==> config.mk <==
export PLATFORM = sky130hd
export DESIGN_NAME = seg_scan_bcd_n
export DESIGN_NICKNAME = d
export VERILOG_FILES = /design/src/rtl/seg_pkg.sv /design/src/rtl/seg7_decode.sv /design/src/rtl/seg_scan_bcd_n.sv
export SDC_FILE = /design/constraint.sdc
export NUM_CORES = 1
export LEC_CHECK = 0
export BUFFER_PORTS_ARGS = -buffer_cell sky130_fd_sc_hd__buf_2
export CORE_MARGIN = 2
export CORE_UTILIZATION = 55
export DETAILED_ROUTE_END_ITERATION = 16
export GPL_ROUTABILITY_DRIVEN = 0
export PLACE_DENSITY = 0.73
export SLEW_MARGIN = 30
export SYNTH_ARGS = -nofsm -noshare
export SYNTH_HDL_FRONTEND = slang
export SYNTH_HIERARCHICAL = 1
export SYNTH_SLANG_ARGS = --single-unit
==> constraint.sdc <==
create_clock -name Sys_CLK -period 5.5 [get_ports Sys_CLK]
set_input_delay 0.55 -clock Sys_CLK [delete_from_list [all_inputs] [get_ports Sys_CLK]]
set_output_delay 0.55 -clock Sys_CLK [all_outputs]
set_load 0.01 [all_outputs]
==> src/rtl/seg_pkg.sv <==
// Shared definitions for the multiplexed seven-segment driver:
// conversion FSM states, active-high segment glyphs, overflow threshold helper.
package seg_pkg;

    typedef enum logic [1:0] {
        S_IDLE,
        S_SHIFT,
        S_DONE
    } conv_state_t;

    // Active-high glyphs, bit order {g,f,e,d,c,b,a}
    localparam logic [6:0] SEG_BLANK = 7'h00;
    localparam logic [6:0] SEG_DASH  = 7'h40;
    localparam logic [6:0] SEG_0     = 7'h3F;
    localparam logic [6:0] SEG_1     = 7'h06;
    localparam logic [6:0] SEG_2     = 7'h5B;
    localparam logic [6:0] SEG_3     = 7'h4F;
    localparam logic [6:0] SEG_4     = 7'h66;
    localparam logic [6:0] SEG_5     = 7'h6D;
    localparam logic [6:0] SEG_6     = 7'h7D;
    localparam logic [6:0] SEG_7     = 7'h07;
    localparam logic [6:0] SEG_8     = 7'h7F;
    localparam logic [6:0] SEG_9     = 7'h6F;

    function automatic longint unsigned pow10(input int n);
        longint unsigned r;
        r = 1;
        for (int i = 0; i < n; i++) begin
            r = r * 10;
        end
        return r;
    endfunction

endpackage

==> src/rtl/seg7_decode.sv <==
// BCD nibble to active-high seven-segment pattern {g..a}; 10..15 decode blank.
// Ports: nib (BCD digit in), seg (segment pattern out).
module seg7_decode
    import seg_pkg::*;
(
    input  logic [3:0] nib,
    output logic [6:0] seg
);

    always_comb begin
        seg = SEG_BLANK;
        case (nib)
            4'd0:    seg = SEG_0;
            4'd1:    seg = SEG_1;
            4'd2:    seg = SEG_2;
            4'd3:    seg = SEG_3;
            4'd4:    seg = SEG_4;
            4'd5:    seg = SEG_5;
            4'd6:    seg = SEG_6;
            4'd7:    seg = SEG_7;
            4'd8:    seg = SEG_8;
            4'd9:    seg = SEG_9;
            default: seg = SEG_BLANK;
        endcase
    end

endmodule

==> src/rtl/seg_scan_bcd_n.sv <==
// N-digit multiplexed seven-segment driver with double-dabble BCD conversion,
// leading-zero blanking, per-digit DP, overflow dash display and scan dead time.
// Ports: Sys_CLK, Sys_RST (async low), Data_Bin/Load (value strobe), EN,
//        Blank_Lead, DP_Mask (per digit), COM (digit select), SEG {dp,g..a},
//        Busy (conversion running), Overflow (value above 10^DIGITS-1).
module seg_scan_bcd_n
    import seg_pkg::*;
#(
    parameter int DIGITS      = 4,
    parameter int BIN_W       = 14,
    parameter int CLK_HZ      = 50000000,
    parameter int SCAN_HZ     = 1000,
    parameter bit COM_ACT_LOW = 1'b1,
    parameter bit SEG_ACT_LOW = 1'b1
) (
    input  logic              Sys_CLK,
    input  logic              Sys_RST,
    input  logic [BIN_W-1:0]  Data_Bin,
    input  logic              Load,
    input  logic              EN,
    input  logic              Blank_Lead,
    input  logic [DIGITS-1:0] DP_Mask,
    output logic [DIGITS-1:0] COM,
    output logic [7:0]        SEG,
    output logic              Busy,
    output logic              Overflow
);

    localparam int ACC_N = DIGITS + 1;
    localparam int ACC_W = 4 * ACC_N;
    localparam int DSP_W = 4 * DIGITS;
    localparam int DWELL = CLK_HZ / SCAN_HZ;
    localparam int PS_W  = (DWELL > 1) ? $clog2(DWELL) : 1;
    localparam int IDX_W = (DIGITS > 1) ? $clog2(DIGITS) : 1;
    localparam int CNT_W = $clog2(BIN_W + 1);
    localparam longint unsigned LIMIT = pow10(DIGITS) - 1;

    localparam logic [DIGITS-1:0] COM_OFF = {DIGITS{COM_ACT_LOW}};
    localparam logic [7:0]        SEG_OFF = {8{SEG_ACT_LOW}};

    // ---------------- conversion ----------------
    conv_state_t      state;
    conv_state_t      state_nxt;
    logic [BIN_W-1:0] sh;
    logic [BIN_W-1:0] cap;
    logic [BIN_W-1:0] pend_val;
    logic [BIN_W-1:0] next_val;
    logic             pend;
    logic [ACC_W-1:0] acc;
    logic [ACC_W-1:0] acc_adj;
    logic [ACC_W-1:0] acc_shift;
    logic [CNT_W-1:0] cnt;
    logic [DSP_W-1:0] disp;
    logic             busy_q;
    logic             ovf_q;

    always_ff @(posedge Sys_CLK or negedge Sys_RST) begin
        if (!Sys_RST) begin
            state <= S_IDLE;
        end else begin
            state <= state_nxt;
        end
    end

    always_comb begin
        state_nxt = state;
        case (state)
            S_IDLE:  if (Load) state_nxt = S_SHIFT;
            S_SHIFT: if (cnt == CNT_W'(BIN_W - 1)) state_nxt = S_DONE;
            S_DONE:  state_nxt = (pend || Load) ? S_SHIFT : S_IDLE;
            default: state_nxt = S_IDLE;
        endcase
    end

    // Double-dabble step: correct every nibble >= 5, then shift in the MSB
    always_comb begin
        acc_adj = acc;
        for (int i = 0; i < ACC_N; i++) begin
            if (acc[4*i +: 4] >= 4'd5) begin
                acc_adj[4*i +: 4] = acc[4*i +: 4] + 4'd3;
            end
        end
        acc_shift = (acc_adj << 1) | ACC_W'(sh[BIN_W-1]);
    end

    // A strobe in the DONE cycle is newer than any held pending value
    assign next_val = Load ? Data_Bin : pend_val;

    always_ff @(posedge Sys_CLK or negedge Sys_RST) begin
        if (!Sys_RST) begin
            sh       <= '0;
            cap      <= '0;
            pend_val <= '0;
            pend     <= 1'b0;
            acc      <= '0;
            cnt      <= '0;
            disp     <= '0;
            busy_q   <= 1'b0;
            ovf_q    <= 1'b0;
        end else begin
            case (state)
                S_IDLE: begin
                    if (Load) begin
                        sh     <= Data_Bin;
                        cap    <= Data_Bin;
                        acc    <= '0;
                        cnt    <= '0;
                        busy_q <= 1'b1;
                    end
                end
                S_SHIFT: begin
                    sh  <= sh << 1;
                    acc <= acc_shift;
                    cnt <= cnt + 1'b1;
                    if (Load) begin
                        pend_val <= Data_Bin;
                        pend     <= 1'b1;
                    end
                end
                S_DONE: begin
                    disp  <= acc[DSP_W-1:0];
                    ovf_q <= 64'(cap) > LIMIT;
                    if (pend || Load) begin
                        sh   <= next_val;
                        cap  <= next_val;
                        acc  <= '0;
                        cnt  <= '0;
                        pend <= 1'b0;
                    end else begin
                        busy_q <= 1'b0;
                    end
                end
                default: begin
                    busy_q <= 1'b0;
                end
            endcase
        end
    end

    assign Busy     = busy_q;
    assign Overflow = ovf_q;

    // ---------------- scan ----------------
    logic [PS_W-1:0]   ps;
    logic [IDX_W-1:0]  idx;
    logic [IDX_W-1:0]  idx_nxt;
    logic              tc;
    logic [DIGITS:0]   lz;
    logic [3:0]        nib;
    logic              dp_sel;
    logic              lz_sel;
    logic              blank_z;
    logic [6:0]        glyph;
    logic [7:0]        seg_hi;
    logic [DIGITS-1:0] com_hi;
    logic [DIGITS-1:0] com_q;
    logic [7:0]        seg_q;

    assign tc = (ps == PS_W'(DWELL - 1));

    always_comb begin
        idx_nxt = idx;
        if (tc) begin
            idx_nxt = (idx == IDX_W'(DIGITS - 1)) ? '0 : idx + 1'b1;
        end
    end

    // lz[i]: digits i..DIGITS-1 are all zero
    always_comb begin
        lz[DIGITS] = 1'b1;
        for (int i = DIGITS - 1; i >= 0; i--) begin
            lz[i] = lz[i+1] & (disp[4*i +: 4] == 4'd0);
        end
    end

    // SEG follows the index being entered so it switches with the index
    always_comb begin
        nib    = '0;
        dp_sel = 1'b0;
        lz_sel = 1'b0;
        for (int i = 0; i < DIGITS; i++) begin
            if (idx_nxt == IDX_W'(i)) begin
                nib    = disp[4*i +: 4];
                dp_sel = DP_Mask[i];
                lz_sel = lz[i];
            end
        end
    end

    seg7_decode u_dec (
        .nib (nib),
        .seg (glyph)
    );

    always_comb begin
        blank_z = Blank_Lead && (idx_nxt != '0) && lz_sel;
        seg_hi  = '0;
        if (EN) begin
            seg_hi[7] = dp_sel;
            if (ovf_q) begin
                seg_hi[6:0] = SEG_DASH;
            end else if (blank_z) begin
                seg_hi[6:0] = SEG_BLANK;
            end else begin
                seg_hi[6:0] = glyph;
            end
        end
    end

    // Index change cycle doubles as dead time: COM stays off for that cycle
    always_comb begin
        com_hi = '0;
        if (EN && !tc) begin
            com_hi = DIGITS'(1) << idx;
        end
    end

    always_ff @(posedge Sys_CLK or negedge Sys_RST) begin
        if (!Sys_RST) begin
            ps    <= '0;
            idx   <= '0;
            com_q <= COM_OFF;
            seg_q <= SEG_OFF;
        end else begin
            ps    <= tc ? '0 : ps + 1'b1;
            idx   <= idx_nxt;
            com_q <= com_hi ^ COM_OFF;
            seg_q <= seg_hi ^ SEG_OFF;
        end
    end

    assign COM = com_q;
    assign SEG = seg_q;

endmodule

==> flow_summary.toml <==
[sta]
hold_viol = 0
period_share_pct = 67.6
setup_viol = 0
worstMarginPinSlew_ns = 0.837
clock.fmax_ghz = 0.269
relSlewSlack_pct = 42.6
rsz0062_at_grt = "no"
hold_ws_ns = 0.141
fin_tns_setup_ns = 0
min_period_ns = 3.72
slew_violations = 0
skew_ns = 0.0160

[synth]
synth_edf_count = 0
postSynthCellCount = 547
synth.area.top_cells = "dfrtp_1 43%, mux2_2 8.6%, dfstp_2 5.6%"
synthTopCellsByCount = "97 x dfrtp_1, 70 x nand2_1, 59 x o21ai_0"
ys_ff_latch = 109
synth_area_sq_um = 5660
synth_warnings = 6
synthFlopType = "dfrtp_1"
yosysTopAreaCell = "dfrtp_1"
yosysTopAreaCellShare_pct = 42.9
syn-num-nets = 595
avgSynthCellArea_sq_um = 10.4
async_flop_share_pct = 100
ys_seq_area_share_pct = 48.4
synth_most_common_cell = "dfrtp_1"
ys_types = 45

[route]
drt_iter0_markers = 241
wl_per_cell_um = 15.1
via_count = 4004
route.detailed.drc = 0
drtPass1Iterations = 5
drt-total-wl_um = 10800
drtAntennaViolNets = 0
routed_via_density = 5.62

[critical_path]
cp.depth = 12
start_kind = "flip-flop"
cp_data_arrival_time_ns = 4.00
critical_path.top_delay_family = "multiplexers"
critPathBufInv = 1
cp-endpoint = "SEG[3]"
r2r_slack_ns = 1.78
rr_startpoint = "ps[0]"
crit_path_end_kind = "flip-flop"
critPathLaunch = "ps[0]"
slowest_stage = "mux2i_2"
critical_path.reg2reg.endpoint = "SEG[3]"
r2r_cells = 12
crit_path_max_fanout = 10
crit_required_ns = 5.79
cp_slowest_stage_delay_ns = 0.71
crit_chain = "ha_1 > and3_1 > and4_1 > mux2i_2 > mux2i_1 > mux2i_1 > inv_2 > ha_1 > nor2_1 > a21oi_1 > o22ai_1 > nand3_1"
worstSetupPathType = "flip-flop to flip-flop"

[place]
dp_hpwl_um = 7370
io_buffers = 36
detailed_place.area_sq_um = 5930
dp.cells = 696

[run_status]
outcome = "completed"

[floorplan]
die_h_um = 105
io_pins = 37
core_sq_um = 10100
initial_utilization_pct = 55.9
die_area_sq_um = 11100
die_w_um = 105
rows = 37

[clock_network]
clkTransAtPathRegs_ns = 0.10
ctsResizeCount = 0
htreeDepth = 3
cts_setup_buffers = 0
holdBufCountCts = 0
insertion_delay_ns = 0.39
numCtsBuffers = 9
cts-root-buf = "clkbuf_8"
cts_tree = "yes"
clk_path_buf_depth = 2
cts.sinks = 109

[finish]
area.growth.synth_to_final_pct = 8.04
drive_gt1_share_pct = 20.5
fin_cells = 712
multi_input_area_sq_um = 2720
regArea_sq_um = 2740
nets = 619
stdcell_area_sq_um = 6120
diodes = 0
fillers = 849

[grt]
gr-total-overflow = 0
grt_max_degree = 70
antenna_found_initial = 0
grt_pass1_wl_um = 18700
grt_pass1_vias = 3992
grt_use_total_pct = 21.2

[run]
max_cap_viol_count = 0

[power]
leakagePower_nw = 2.86
p_per_area_nw_per_um2 = 349
p_total_mw = 2.14
peakVddDrop_uv = 280

[min_path]
holdCritPathClass = "input pin to asynchronous set/reset pin"
==> metrics by stage <==
stage | utilization, % | setup slack [ns]
after floorplan | - | 2.47
after global placement | 58.5 | 2.00
after detailed placement | 58.5 | 1.82
after CTS | 60.3 | 1.79
after global routing | 60.3 | 1.49
final | 60.3 | 1.78
==> sequential cells by signal (all words and copies together) (netlist names), 2 cells and up <==
| name | count |
|---|---|
| disp | 16 |
| state | 2 |
| ps | 16 |
| sh | 14 |
| cnt | 4 |
| idx | 2 |
| pend_val | 14 |
| cap | 10 |
| acc | 16 |
| COM | 4 |
| SEG | 8 |
==> worst register-to-register path, stage by stage (launching register included) <==
cell     delay, ns
dfrtp_1       0.40
ha_1          0.21
and3_1        0.26
and4_1        0.47
mux2i_2       0.71
mux2i_1       0.17
mux2i_1       0.56
inv_2         0.14
ha_1          0.22
nor2_1        0.11
a21oi_1       0.08
o22ai_1       0.20
nand3_1       0.10
==> kinds of logic (layout without fill, tap and decap cells) <==
family	count (synthesis)	in the layout	synth area share, %
compound gates	120	120	12.9
xor+xnor	18	18	2.78
fa+ha+maj	25	25	5.52
buf+inv	51	80	3.78
flops	109	109	48.4
mux	71	71	13.9
simple gates	153	153	12.7
==> layout by cell type, fill, tap and decap left out, types with 4 or more instances in the layout <==
master	netlist	routed
nor4_1	4	4
o22ai_1	7	7
xor2_1	9	9
clkbuf_8	0	10
a21oi_1	14	14
inv_1	23	23
and3_1	4	4
a22oi_1	13	13
mux2_2	43	43
dfrtp_1	97	97
xnor2_1	9	9
ha_1	25	24
o31ai_1	5	5
nand2b_1	8	8
nand4_1	4	4
mux2i_1	25	25
o21ai_0	59	59
nand3_1	20	20
buf_2	0	35
a22o_1	10	10
nor3_1	4	4
nor2_1	23	23
buf_4	0	4
a2bb2oi_1	4	4
dfstp_2	12	12
nand2_1	70	70
==> power by group <==
part	internal [mW]	switching, mW	leakage [nW]	total, mW
Combinational	0.256	0.338	1.39	0.593
Sequential	0.977	0.115	1.38	1.09
Clock	0.180	0.272	0.0868	0.452
Total	1.41	0.725	2.86	2.14
==> per-layer routing <==
metal	routed length, um	track usage [%]
met2	5130	34.5
met1	5000	27.3
met5	0	0
met4	180	7.52
met3	452	5.81
==> worst min-delay path by stage <==
stage,slack [ns],startpoint,to,cells past startpoint
after floorplan,0.25,Sys_RST,Busy,0
after global routing,0.19,Sys_RST,acc[13],1
after global placement,0.46,cap[12],cap[12],2
after CTS,0.29,Sys_RST,disp[0],1
after detailed placement,0.47,sh[3],sh[3],2
final,0.14,Sys_RST,acc[13],1
==> layout make-up <==
class	instances	share of cell area [%]
sequential	109	44.8
multi-input combinational	387	44.5
timing repair buffer	40	3.54
tap	136	2.78
clock buffer	12	2.37
inverter	24	1.47
clock inverter	4	0.552
Power figures use the tool's default switching activity.
